$ cat src/rtl/mem_arb_pkg.sv
// Shared types and constants for the fetch/data memory port arbiter.
package mem_arb_pkg;

    typedef enum logic {IDLE, WAIT} state_t;
    typedef enum logic {OWN_IF, OWN_DM} owner_t;

    localparam int MEM_LAT_MIN    = 1;
    localparam int MEM_LAT_MAX    = 4;
    localparam int STARVE_MAX_MIN = 1;
    localparam int STARVE_MAX_MAX = 15;

    // Counter widths sized for the largest legal parameter values.
    localparam int LAT_CNT_W = $clog2(MEM_LAT_MAX);
    localparam int STARVE_W  = $clog2(STARVE_MAX_MAX + 1);

endpackage

$ cat src/rtl/mem_arb_starve_guard.sv
// Counts consecutive fetch denials caused by data wins; raises force_if
// once the count reaches STARVE_MAX so fetch takes the next window.
module mem_arb_starve_guard
    import mem_arb_pkg::*;
#(
    parameter int STARVE_MAX = 4
) (
    input  logic clk,
    input  logic rst,
    input  logic if_req,
    input  logic if_gnt,
    input  logic dm_gnt,
    output logic force_if
);

    localparam logic [STARVE_W-1:0] LIMIT = STARVE_W'(STARVE_MAX);

    logic [STARVE_W-1:0] starve_cnt;

    // dm_gnt only occurs inside an arbitration window.
    always_ff @(posedge clk) begin
        if (rst) begin
            starve_cnt <= '0;
        end else if (if_gnt || !if_req) begin
            starve_cnt <= '0;
        end else if (dm_gnt && (starve_cnt != LIMIT)) begin
            starve_cnt <= starve_cnt + 1'b1;
        end
    end

    assign force_if = (starve_cnt == LIMIT);

endmodule

$ cat src/rtl/mem_port_arbiter.sv
// Shares one single-port synchronous memory between fetch and data requesters,
// data first with a starvation guard, one transaction outstanding at a time.
//
//   state | meaning
//   IDLE  | nothing outstanding, arbitration window open
//   WAIT  | response pending; window reopens when lat_cnt == MEM_LAT-1
module mem_port_arbiter
    import mem_arb_pkg::*;
#(
    parameter int ADDR_W     = 32,
    parameter int DATA_W     = 32,
    parameter int MEM_LAT    = 1,
    parameter int STARVE_MAX = 4
) (
    input  logic              clk,
    input  logic              rst,
    input  logic              if_req,
    input  logic [ADDR_W-1:0] if_addr,
    output logic              if_gnt,
    output logic              if_rvalid,
    output logic [DATA_W-1:0] if_rdata,
    input  logic              dm_req,
    input  logic              dm_we,
    input  logic [ADDR_W-1:0] dm_addr,
    input  logic [DATA_W-1:0] dm_wdata,
    output logic              dm_gnt,
    output logic              dm_rvalid,
    output logic [DATA_W-1:0] dm_rdata,
    output logic              mem_en,
    output logic              mem_we,
    output logic [ADDR_W-1:0] mem_addr,
    output logic [DATA_W-1:0] mem_wdata,
    input  logic [DATA_W-1:0] mem_rdata,
    output logic              busy,
    output logic [31:0]       if_wait_cnt,
    output logic [31:0]       dm_wait_cnt
);

    localparam logic [LAT_CNT_W-1:0] LAT_LAST = LAT_CNT_W'(MEM_LAT - 1);

    state_t                 state_q, state_d;
    owner_t                 owner_q, owner_d;
    logic [LAT_CNT_W-1:0]   lat_cnt_q, lat_cnt_d;
    logic                   resp;
    logic                   window;
    logic                   force_if;

    assign resp   = (state_q == WAIT) && (lat_cnt_q == LAT_LAST);
    assign window = (state_q == IDLE) || resp;
    assign busy   = (state_q == WAIT);

    mem_arb_starve_guard #(
        .STARVE_MAX (STARVE_MAX)
    ) u_starve_guard (
        .clk      (clk),
        .rst      (rst),
        .if_req   (if_req),
        .if_gnt   (if_gnt),
        .dm_gnt   (dm_gnt),
        .force_if (force_if)
    );

    always_comb begin
        if_gnt    = 1'b0;
        dm_gnt    = 1'b0;
        mem_en    = 1'b0;
        mem_we    = 1'b0;
        mem_addr  = '0;
        mem_wdata = '0;
        state_d   = state_q;
        owner_d   = owner_q;
        lat_cnt_d = lat_cnt_q;

        if (window) begin
            if (force_if && if_req) begin
                if_gnt = 1'b1;
            end else if (dm_req) begin
                dm_gnt = 1'b1;
            end else if (if_req) begin
                if_gnt = 1'b1;
            end

            lat_cnt_d = '0;
            if (if_gnt) begin
                mem_en  = 1'b1;
                mem_addr = if_addr;
                owner_d = OWN_IF;
                state_d = WAIT;
            end else if (dm_gnt) begin
                mem_en    = 1'b1;
                mem_we    = dm_we;
                mem_addr  = dm_addr;
                mem_wdata = dm_wdata;
                owner_d   = OWN_DM;
                state_d   = WAIT;
            end else begin
                state_d = IDLE;
            end
        end else begin
            lat_cnt_d = lat_cnt_q + 1'b1;
        end
    end

    // Response routing depends only on registered owner, never on new grants.
    assign if_rvalid = resp && (owner_q == OWN_IF);
    assign dm_rvalid = resp && (owner_q == OWN_DM);
    assign if_rdata  = if_rvalid ? mem_rdata : '0;
    assign dm_rdata  = dm_rvalid ? mem_rdata : '0;

    always_ff @(posedge clk) begin
        if (rst) begin
            state_q     <= IDLE;
            owner_q     <= OWN_IF;
            lat_cnt_q   <= '0;
            if_wait_cnt <= '0;
            dm_wait_cnt <= '0;
        end else begin
            state_q   <= state_d;
            owner_q   <= owner_d;
            lat_cnt_q <= lat_cnt_d;
            if (if_req && !if_gnt) begin
                if_wait_cnt <= if_wait_cnt + 32'd1;
            end
            if (dm_req && !dm_gnt) begin
                dm_wait_cnt <= dm_wait_cnt + 32'd1;
            end
        end
    end

endmodule
$ cat config.mk
export PLATFORM = sky130hd
export DESIGN_NAME = mem_port_arbiter
export DESIGN_NICKNAME = d
export VERILOG_FILES = /design/src/rtl/mem_arb_pkg.sv /design/src/rtl/mem_arb_starve_guard.sv /design/src/rtl/mem_port_arbiter.sv
export SDC_FILE = /design/constraint.sdc
export NUM_CORES = 1
export LEC_CHECK = 0
export ABC_AREA = 1
export BUFFER_PORTS_ARGS = -buffer_cell sky130_fd_sc_hd__buf_2
export CORE_ASPECT_RATIO = 0.5
export CORE_MARGIN = 8
export CORE_UTILIZATION = 40
export DETAILED_ROUTE_END_ITERATION = 6
export MAX_ROUTING_LAYER = met4
export PLACE_DENSITY = 0.75
export SLEW_MARGIN = 20
export SYNTH_ARGS = -nofsm -noshare
export SYNTH_HDL_FRONTEND = slang
export SYNTH_HIERARCHICAL = 1
export SYNTH_SLANG_ARGS = --single-unit
$ cat constraint.sdc
create_clock -name clk -period 3.1 [get_ports clk]
set_input_delay 0.31 -clock clk [delete_from_list [all_inputs] [get_ports clk]]
set_output_delay 0.31 -clock clk [all_outputs]
set_load 0.05 [all_outputs]
==> flow_results.org, run 1 <==
** Outcome
- Status :: finished clean

** Power
- Net switching fraction of the power :: 35.1%
- Power density of the placed cells :: 393 mW/mm2
- After layout, the design draws a total of 0.00282 W.
- Leakage power :: 3.89 nW
- Flop pwr share :: 33.3%
- Cell Int Power :: 0.00183 W
- Worst VDD drop :: 0.000301 V
- Summed over all nets, the switching power comes to 0.000989 W.
- Logic pwr share :: 26.2%
- Per report_power, the clock group accounts for 40.5% of the total.

** Route
- Remaining routing DRC violations :: 0
- In this run the remaining antenna-violating nets after routing total 0.
- Drt via density :: 4.90
- After detailed routing, the average wire length per cell comes to 17.6 um.
- Detailed Route Iter0 Violations :: 545
- Drt total wl :: 24000 um
- Count of vias placed by the detailed router :: 6696
- 1st-pass router iterations :: 5

** Setup path
- Critical path's largest stage delay :: 0.37 ns
- Category of cells accounting for the largest share of critical-path delay :: buffers and inverters
- On the critical path, the stage with the largest delay is an instance of sky130_fd_sc_hd__dfxtp_1.
- For the worst setup path, the data required time is 2.79 ns.
- Worst Reg2Reg Path Length in Cells :: 13
- Worst Setup Path Type :: flip-flop to primary output
- Category of the worst setup path launch point :: flip-flop
- Worst path cell trace :: inv_1 -> ha_1 -> nand3_2 -> inv_1 -> nand2_1 -> nand2_1 -> nor2_2 -> buf_4 -> a22o_1 -> buf_2
- The worst register-to-register path has a setup slack of 0.93 ns.
- The startpoint identified for the worst register-to-register timing path is u_starve_guard/starve_cnt[1].
- The endpoint identified for the worst register-to-register timing path is dm_wait_cnt[26].
- Total buffers and inverters traversed by the critical path :: 4
- Maximum net fanout on the critical path :: 20
- Sort of element at the end of the critical path :: primary output
- At the worst endpoint, the arrival time is 2.31 ns.

** CTS
- After clock tree synthesis, the clock-pin slew on the worst setup and hold paths is 0.06 ns.
- Clock latency on the worst-skew pair :: 0.34 ns
- Post-CTS Repair Setup Buffers :: 0
- The clock drives 72 sinks.
- TritonCTS built the clock tree.
- In this run the deepest clock path goes through 2 buffers.
- TritonCTS Buffers :: 9
- After clock tree synthesis, the repair step resized 0 gates.
- In this run the clock root is driven by a sky130_fd_sc_hd__clkbuf_16.
- Maximum level of the CTS H-tree :: 3
- In this run, post-CTS hold repair placed 0 buffers.

** Finish
- Compared with the post-synthesis result, the final layout area differs by 43.2%.
- Cells with a size suffix above 1 make up 31.8% of the layout.
- Number of fill cells in the layout :: 1291
- For this run, the post-layout net count is 1326.

** Synth
- Synthesis produced 862 cells.
- Sequential cells were found to cover 28.8% of the synthesized design area.
- Counting distinct cell types in the post-synthesis netlist gives 35.
- Total of warnings raised by yosys :: 6
- Synthesis produced a netlist with a net count of 1000.
- Synthesis inferred 72 register bits.
- The cell area that synthesis handed to floorplanning was 0.00501 mm2.
- Averaged over all synthesized cells, the footprint is 5.81 um2.

** GRT
- Number of global-route vias before repair :: 6274
- Entering global routing, the biggest net connects 35 pins.
- The first global-routing pass estimated 36100 um of wire.
- Gr usage total :: 28.8%
- Number of antenna violations at the first check in global routing :: 3
- Gr ovfl total :: 0

** STA
- Layout Skew :: 0.00667 ns
- PnR worst setup slack :: 0.478 ns
- Tmin final :: 2.62 ns
- Pin slew with the least headroom to its limit :: 0.944 ns
- Number of failing setup endpoints in the final timing report :: 0
- Period Utilization, post-route :: 84.6%
- Setup repair after global routing left no endpoint under its margin.
- Max transition margin :: 37.0%
- Count of final max-slew check failures :: 0
- Setup TNS :: 0 ns
- Max Clock Freq :: 0.381 GHz
- The number of hold violations in the final report is 0.
- Tightest hold margin :: 0.415 ns

** Floorplan
- Measured along the y axis, the die boundary spans 95.1 um.
- Standard cell core area :: 0.0124 mm2
- Die outline width :: 174 um
- The die covers 0.0166 mm2.
- For this configuration, the core starts out at a cell density of 40.2%.
- For this design the top-level I/O count stands at 332.
- After floorplanning, the core was divided into 29 placement rows.

** Placement
- The HPWL after detailed placement is 20200 um.
- In this run the tool buffered the top-level ports with 331 buffer cells.
- DP Worst Slack :: 0.857 ns
- Gpl congestion :: 1.01

** Job
- Max cap viols :: 0

** Hold path
- Counting instances, the worst hold path has a depth of 4.
- Destination of the worst hold path :: u_starve_guard/starve_cnt[3]
- The worst hold path belongs to the class primary input to flip-flop.
- In this run the most critical hold path is launched from if_req.
[kinds of logic (layout without fill, tap and decap cells)]
kind of cell,after synthesis,after routing,share of synthesized area (%)
other,0,4,0
adders and majority gates,5,5,1.25
xor gates and xnor gates,7,7,1.22
DFF,72,72,28.8
and+or+nand+nor,516,516,44.1
buffers and inverters,185,516,14.1
AOI/OAI and AO/OA,77,77,10.6
[cell usage in the layout, fill, tap and decap left out, drive strengths merged]
| cell | Yosys | routed |
|---|---|---|
| buf | 8 | 338 |
| nor2 | 245 | 245 |
| nand2 | 175 | 175 |
| inv | 161 | 163 |
| dfxtp | 72 | 72 |
| nand3 | 48 | 48 |
| a22o | 32 | 32 |
| nand4 | 26 | 26 |
| a21oi | 26 | 26 |
| nor3 | 16 | 16 |
| o21ai | 14 | 14 |
| clkbuf | 15 | 9 |
| xnor2 | 6 | 6 |
| ha | 5 | 5 |
| diode | 0 | 4 |
| a31oi | 3 | 3 |
| nor3b | 3 | 3 |
| clkinvlp | 0 | 2 |
| bufinv | 0 | 2 |
| clkinv | 1 | 2 |
| or2 | 1 | 1 |
| and2 | 1 | 1 |
| o21bai | 1 | 1 |
| nand3b | 1 | 1 |
| xor2 | 1 | 1 |
| a21boi | 1 | 1 |
[through the flow]
| step | cell area (um2) | utilization (%) | instances |
|---|---|---|---|
| after global routing | 7170 | 57.6 | 1366 |
| after global placement | 6830 | 54.9 | 1347 |
| after CTS | 7160 | 57.5 | 1363 |
| after floorplan | 5010 | - | 862 |
| final | 7170 | 57.6 | 1367 |
| after detailed placement | 6830 | 54.9 | 1347 |
[Yosys cell counts]
cell type	count	area share, %
sky130_fd_sc_hd__a21boi_2	1	0.22
sky130_fd_sc_hd__clkbuf_1	15	1.1
sky130_fd_sc_hd__nand3_2	4	0.80
sky130_fd_sc_hd__nor2_2	4	0.50
sky130_fd_sc_hd__inv_1	160	12
sky130_fd_sc_hd__a21oi_1	25	2.5
sky130_fd_sc_hd__nor2_1	235	18
sky130_fd_sc_hd__nand4_1	26	3.2
sky130_fd_sc_hd__a22o_1	32	5.6
sky130_fd_sc_hd__nor3b_2	1	0.25
sky130_fd_sc_hd__nand2_4	1	0.22
sky130_fd_sc_hd__nand3_1	44	4.4
sky130_fd_sc_hd__nand3b_1	1	0.15
sky130_fd_sc_hd__o21ai_0	13	1.3
sky130_fd_sc_hd__and2_1	1	0.13
sky130_fd_sc_hd__o21bai_1	1	0.15
sky130_fd_sc_hd__nand2_2	3	0.37
sky130_fd_sc_hd__nand2_1	171	13
sky130_fd_sc_hd__buf_1	2	0.15
sky130_fd_sc_hd__inv_2	1	0.075
sky130_fd_sc_hd__o21ai_1	1	0.10
sky130_fd_sc_hd__nor2_4	6	1.3
sky130_fd_sc_hd__nor3_1	14	1.4
sky130_fd_sc_hd__a21oi_4	1	0.33
sky130_fd_sc_hd__ha_1	5	1.2
sky130_fd_sc_hd__xor2_1	1	0.17
sky130_fd_sc_hd__clkinv_1	1	0.075
sky130_fd_sc_hd__buf_4	1	0.15
sky130_fd_sc_hd__nor3b_1	2	0.30
sky130_fd_sc_hd__xnor2_1	6	1.0
sky130_fd_sc_hd__or2_2	1	0.13
sky130_fd_sc_hd__nor3_2	2	0.40
sky130_fd_sc_hd__dfxtp_1	72	29
sky130_fd_sc_hd__buf_2	5	0.50
sky130_fd_sc_hd__a31oi_1	3	0.37
[worst max-delay path by stage]
stage	start	end	slack [ns]	depth (start not counted)
finish	u_starve_guard/starve_cnt[0]	mem_addr[13]	0.48	10
global route	u_starve_guard/starve_cnt[0]	mem_wdata[11]	0.29	9
CTS	u_starve_guard/starve_cnt[0]	mem_wdata[14]	0.48	9
detailed placement	u_starve_guard/starve_cnt[0]	mem_wdata[14]	0.86	9
global placement	u_starve_guard/starve_cnt[0]	mem_addr[15]	0.92	10
floorplan	busy	dm_rdata[10]	-0.31	5
[registers in the layout, summed over array words and instances, names as in the netlist]
signal	cells
dm_wait_cnt	32
owner_q	1
u_starve_guard/starve_cnt	4
if_wait_cnt	32
busy	1
lat_cnt_q	2
[routing by layer]
layer / track usage (%) / part of all wire (%) / vias to the layer above
li1: - / - / 3327
met1: 34.2 / 44 / 3089
met2: 45.6 / 45 / 259
met3: 11.8 / 9.6 / 21
met4: 5.72 / 1.1 / 0
met5: - / 0 / -
[cell type report]
type	count	area, um2	area share [%]
Antenna cell	4	10.0	0.140
Tap cell	170	213	2.97
Multi-Input combinational cell	605	2860	39.9
Inverter	162	608	8.48
Timing Repair Buffer	338	1710	23.8
Clock buffer	9	225	3.14
Clock inverter	7	104	1.45
Sequential cell	72	1440	20.1
[tightest hold or removal path, stage by stage]
cell,delay (ns)
sky130_fd_sc_hd__buf_2,0.13
sky130_fd_sc_hd__nor3b_2,0.17
sky130_fd_sc_hd__nand2_1,0.06
sky130_fd_sc_hd__nor2_1,0.03
[power by group through the flow]
| stage | clock, W | combinational [W] | sequential [W] |
|---|---|---|---|
| 6_report | 0.00114 | 0.000738 | 0.000938 |
| 5_1_grt | 0.00120 | 0.000774 | 0.000939 |
| 4_1_cts | 0.00116 | 0.000733 | 0.000938 |
| 3_5_place_dp | 0 | 0.000730 | 0.000958 |
| 3_3_place_gp | 0 | 0.000730 | 0.000958 |
| 2_1_floorplan | 0 | 0.000473 | 0.000974 |
Note: power is estimated with default switching activity, not from simulation.
==> run 2, diff against run 1 <==
--- a/config.mk
+++ b/config.mk
@@ -5,14 +5,14 @@
 export SDC_FILE = /design/constraint.sdc
 export NUM_CORES = 1
 export LEC_CHECK = 0
-export ABC_AREA = 1
+export ABC_AREA = 0
 export BUFFER_PORTS_ARGS = -buffer_cell sky130_fd_sc_hd__buf_2
 export CORE_ASPECT_RATIO = 0.5
 export CORE_MARGIN = 8
-export CORE_UTILIZATION = 40
+export CORE_UTILIZATION = 37
 export DETAILED_ROUTE_END_ITERATION = 6
 export MAX_ROUTING_LAYER = met4
-export PLACE_DENSITY = 0.75
+export PLACE_DENSITY = 0.77
 export SLEW_MARGIN = 20
 export SYNTH_ARGS = -nofsm -noshare
 export SYNTH_HDL_FRONTEND = slang
==> constraint.sdc (replaced) <==
create_clock -name clk -period 2.3 [get_ports clk]
set_input_delay 0.23 -clock clk [delete_from_list [all_inputs] [get_ports clk]]
set_output_delay 0.23 -clock clk [all_outputs]
set_load 0.05 [all_outputs]
==> run 2 against run 1 <==
Net effect: synthesized area fell by 14%; flip-flop and latch count unchanged; final cell count down 25%; clock-buffer cell count is the same; cell area decreased by 1.0%; combinational power increased by 45%; sequential power is 34% higher; highest routed layer unchanged.
==> flow_results.org, run 2 <==
** Floorplan
- Standard-cell rows :: 27 (was 29)
- Num ports :: 332 (unchanged)
- The horizontal die dimension is 168 um (was 174 um).
- Height of the chip :: 92.2 um (was 95.1 um)
- Standard cell core area :: 0.0111 mm2 (was 0.0124 mm2)
- The area of the die came to 0.0155 mm2 (was 0.0166 mm2).
- Initial Util :: 38.6% (was 40.2%)

** STA
- Number of failing setup endpoints in the final timing report :: 0 (unchanged)
- The worst hold slack across all endpoints is 0.266 ns (was 0.415 ns).
- Tmin final :: 2.24 ns
- Based on the critical path, the design can be clocked at up to 0.447 GHz.
- Of the available clock period, the critical path in the final layout requires 97.4%.
- The worst clock skew came to 0.00737 ns (was 0.00667 ns).
- Pin slew with the least headroom to its limit :: 0.631 ns (was 0.944 ns)
- The worst slew margin relative to its limit was 57.9% (was 37.0%).
- The number of max-slew violations in the final report was 0 (unchanged).
- The number of hold violations in the final report came to 0 (unchanged).
- PnR worst setup slack :: 0.0608 ns (was 0.478 ns)
- The aggregate negative setup slack came to 0 ns (unchanged).

** Synth
- The post-synthesis compound-gate area fraction came to 12.5% (was 10.6%).
- The library cell with the largest summed area after synthesis was sky130_fd_sc_hd__dfxtp_1 (unchanged).
- Total of warnings raised by yosys :: 6 (unchanged)
- The number of synthesized flops with an enable pin came to 0 (unchanged).
- Post-Synthesis Mean Instance Area :: 8.05 um2 (was 5.81 um2)
- Sequential fraction of the synthesis area :: 33.5% (was 28.8%)
- Post-Synth Simple-Gate Area :: 37.7% (was 44.1%)
- The most frequent cell after synthesis was sky130_fd_sc_hd__and2_1 (was sky130_fd_sc_hd__nor2_1).
- Synth Register Bits :: 72 (unchanged)
- Top cells by instance count after synthesis :: 102 x sky130_fd_sc_hd__and2_1, 72 x sky130_fd_sc_hd__dfxtp_1, 59 x sky130_fd_sc_hd__nor2_1, 35 x sky130_fd_sc_hd__xor2_1, 32 x sky130_fd_sc_hd__a22o_1 (was 235 x sky130_fd_sc_hd__nor2_1, 171 x sky130_fd_sc_hd__nand2_1, 160 x sky130_fd_sc_hd__inv_1, 72 x sky130_fd_sc_hd__dfxtp_1, 44 x sky130_fd_sc_hd__nand3_1)
- Dominant combinational cell family by area after synthesis :: simple AND/OR/NAND/NOR gates (unchanged)
- The distinct cell type count of the synthesized netlist is 45 (was 35).
- The total standard cell area after synthesis is 0.00430 mm2 (was 0.00501 mm2).
- The xor/xnor cell area share of the yosys netlist is 10.2% (was 1.22%).
- The fraction of registers with async set or reset after synthesis is 0% (unchanged).
- The share of Yosys cell area claimed by the top area cell type was 33.5% (was 28.8%).
- The synthesized instance count came to 534 (was 862).
- Post-synthesis share of cell area spent on full adders, half adders and majority gates :: 1.46% (was 1.25%)
- The multiplexer share of the synthesized area is 0.698% (was 0%).
- The flip-flop cell with the highest count after synthesis is sky130_fd_sc_hd__dfxtp_1 (unchanged).
- Leading post-synthesis cells by cell area: sky130_fd_sc_hd__dfxtp_1 34%, sky130_fd_sc_hd__and2_1 15%, sky130_fd_sc_hd__xor2_1 7.1% (was sky130_fd_sc_hd__dfxtp_1 29%, sky130_fd_sc_hd__nor2_1 18%, sky130_fd_sc_hd__nand2_1 13%).
- Synthesized net count :: 672 (was 1000)

** Placement
- The routability congestion estimate came to 0.949 (was 1.01).
- The post-placement worst setup slack came to 0.140 ns (was 0.857 ns).
- The cell count after placement came to 995 (was 1347).
- The post-DP HPWL was 16200 um (was 20200 um).
- Buffers on Ports :: 331 (unchanged)

** Finish
- The area added between synthesis and finish came to 65.1% (was 43.2%).
- Total Nets Final :: 1008 (was 1326)
- The final cell count without fillers was 1026 (was 1367).
- Most frequent cells in the layout :: 264 x sky130_fd_sc_hd__buf_2, 94 x sky130_fd_sc_hd__and2_1, 70 x sky130_fd_sc_hd__dfxtp_1 (was 331 x sky130_fd_sc_hd__buf_2, 235 x sky130_fd_sc_hd__nor2_1, 171 x sky130_fd_sc_hd__nand2_1)
- Commonest non-fill, non-tap cell in the layout :: sky130_fd_sc_hd__buf_2 (unchanged)
- The layout cell share with drive strength beyond 1 came to 47.1% (was 31.8%).
- Largest registers in the final layout: dm_wait_cnt (32), if_wait_cnt (32), u_starve_guard/starve_cnt (4) (unchanged).

** Route
- Count of vias placed by the detailed router :: 5409 (was 6696)
- Drt via density :: 5.27 (was 4.90)
- Remaining number of nets flagged by the antenna check after routing :: 0 (unchanged)
- The routed wirelength normalized by instance count is 20.5 um (was 17.6 um).
- The number of detailed-routing iterations run before antenna repair was 5 (unchanged).
- The overall routed net length is 21100 um (was 24000 um).
- Detailed Route Iter0 Violations :: 438 (was 545)
- The number of remaining DRC errors was 0 (unchanged).

** Setup path
- The logic depth of the worst setup path including buffers was 9 (was 10).
- Category of the worst setup path launch point :: flip-flop (unchanged)
- The capturing instance or port of the critical path is mem_addr[25] (was mem_addr[13]).
- The slowest library cell on the worst path is sky130_fd_sc_hd__dfxtp_2 (was sky130_fd_sc_hd__dfxtp_1).
- Maximum net fanout on the critical path :: 9 (was 20)
- Worst Setup SP :: u_starve_guard/starve_cnt[1] (was u_starve_guard/starve_cnt[0])
- Worst Reg2Reg Path Length in Cells :: 10 (was 13)
- The data required time of the critical path came to 2.07 ns (was 2.79 ns).
- Setup slack of the worst register-to-register path :: 0.24 ns (was 0.93 ns)
- R2r startpoint :: u_starve_guard/starve_cnt[1] (unchanged)
- Worst path cell trace :: inv_1 -> ha_2 -> nand3b_4 -> inv_4 -> nand2b_4 -> and3_4 -> clkbuf_16 -> a22o_2 -> buf_6 (was inv_1 -> ha_1 -> nand3_2 -> inv_1 -> nand2_1 -> nand2_1 -> nor2_2 -> buf_4 -> a22o_1 -> buf_2)
- Total buffers and inverters traversed by the critical path :: 4 (unchanged)
- The critical path's largest stage delay is 0.34 ns (was 0.37 ns).
- End of the worst register-to-register path :: dm_wait_cnt[24] (was dm_wait_cnt[26])
- The data arrival at the endpoint of the critical path was 2.01 ns (was 2.31 ns).
- Worst Setup Path Type :: flip-flop to primary output (unchanged)
- Category of cells accounting for the largest share of critical-path delay :: simple AND/OR/NAND/NOR gates (was buffers and inverters)
- The kind of capture point of the worst setup path is a primary output (unchanged).

** CTS
- The clock insertion delay at the later pin of the skew report was 0.34 ns (about the same).
- The TritonCTS sink count is 72 (unchanged).
- The clock root buffer is sky130_fd_sc_hd__clkbuf_16 (unchanged).
- The clock tree from TritonCTS was built (unchanged).
- The clock-pin slew on the worst setup and hold paths was 0.06 ns (about the same).
- Max clock buf depth :: 2 (unchanged)
- Maximum level of the CTS H-tree :: 3 (unchanged)
- TritonCTS Buffers :: 9 (unchanged)

** Power
- The largest voltage drop on the vdd net was 0.000379 V (was 0.000301 V).
- Flop pwr share :: 34.9% (was 33.3%)
- The leakage power came to 3.55 nW (was 3.89 nW).
- The part of the total power dissipated in the clock network came to 35.4% (was 40.5%).
- Cell Int Power :: 0.00235 W (was 0.00183 W)
- The power share of the combinational group came to 29.7% (was 26.2%).
- The sum of internal, switching and leakage power was 0.00361 W (was 0.00282 W).
- Net switching power figure :: 0.00125 W (was 0.000989 W)
- Power density of the placed cells :: 508 mW/mm2 (was 393 mW/mm2)
- Net switching fraction of the power :: 34.8% (was 35.1%)

** Outcome
- Status: finished clean (unchanged).

** Hold path
- The type of the worst min-delay path is primary input to flip-flop (unchanged).

** GRT
- The total overflow reported by the global router came to 0 (unchanged).
- The overall fraction of global-route tracks in use was 26.4% (was 28.8%).
- Global-route wire length before repair :: 31200 um (was 36100 um)
- Pin count of the biggest net entering global routing :: 37 (was 35)
- The via count of the first global-routing pass was 5192 (was 6274).
- The number of antenna violations at the first check in global routing came to 6 (was 3).

** Job
- Max cap viols :: 0 (unchanged)
run 2: cell count changes after synthesis, sizes merged, moves of 9 or more:
cell | before | now
nand3 | 48 | 19
clkbuf | 15 | 24
and4 | 0 | 10
and3 | 0 | 15
xor2 | 1 | 35
nand2 | 175 | 23
xnor2 | 6 | 15
nor2 | 245 | 59
inv | 161 | 14
a21oi | 26 | 15
and2 | 1 | 102
nor3 | 16 | 7
run 2: cell type report:
cell class | count | area [um2]
fillers | 967 | 4050
repair buffers | 355 | 2300
multi-input cells | 418 | 2830
inverters | 14 | 55.1
well taps | 145 | 181
flip-flops and latches | 72 | 1440
diodes | 6 | 15.0
clock inverters | 7 | 48.8
clock buffers | 9 | 225
run 2: metal layers:
| layer | global-route usage [%] | vias to the layer above | wire (um) |
|---|---|---|---|
| li1 | - | 2539 | - |
| met1 | 29.1 | 2560 | 8350 |
| met2 | 44.1 | 242 | 10400 |
| met3 | 5.43 | 68 | 1280 |
| met4 | 16.2 | 0 | 1050 |
| met5 | - | - | 0 |
run 2: worst min-delay path by stage:
stage | from | depth (start not counted) | slack (ns) | to
floorplan | dm_req | 2 | 0.39 | dm_wait_cnt[1]
global placement | lat_cnt_q[0] | 1 | 0.41 | lat_cnt_q[0]
detailed placement | lat_cnt_q[0] | 1 | 0.42 | lat_cnt_q[0]
CTS | dm_req | 3 | 0.23 | dm_wait_cnt[1]
global route | dm_req | 3 | 0.27 | dm_wait_cnt[1]
finish | dm_req | 3 | 0.27 | dm_wait_cnt[1]
run 2: tightest hold or removal path, cell delays in order:
cell                      delay [ns]
sky130_fd_sc_hd__buf_2          0.16
sky130_fd_sc_hd__nand3_1        0.10
sky130_fd_sc_hd__a21oi_1        0.06
run 2: kinds of logic (layout without fill, tap and decap cells):
logic type	after synthesis	count (layout)
xor gates and xnor gates	50	50
DFF	72	72
other	0	6
adders and majority gates	5	5
and+or+nand+nor	288	288
buffers and inverters	44	385
muxes	3	3
AOI/OAI and AO/OA	72	72
run 2: power by group through the flow:
stage	Clock [W]	Combinational, W	Sequential (W)
after floorplan	0	0.000597	0.00130
after CTS	0.00130	0.00103	0.00126
final	0.00127	0.00107	0.00126
after global routing	0.00135	0.00111	0.00126
after global placement	0	0.000934	0.00129
after detailed placement	0	0.000938	0.00129
run 2: timing repair:
item	CTS	global route
buffers inserted	5	1
endpoints found under the setup margin	66	58
hold buffers	0	0
gates resized for setup	86	43
pin swaps	4	4
gates cloned	2	2
run 2: per-stage QoR:
step           utilization, %  instance area [um2]
6_report                 63.7                 7100
5_1_grt                  63.7                 7100
4_1_cts                  62.2                 6940
3_5_place_dp             56.3                 6280
3_3_place_gp             56.3                 6280
2_1_floorplan               -                 4310
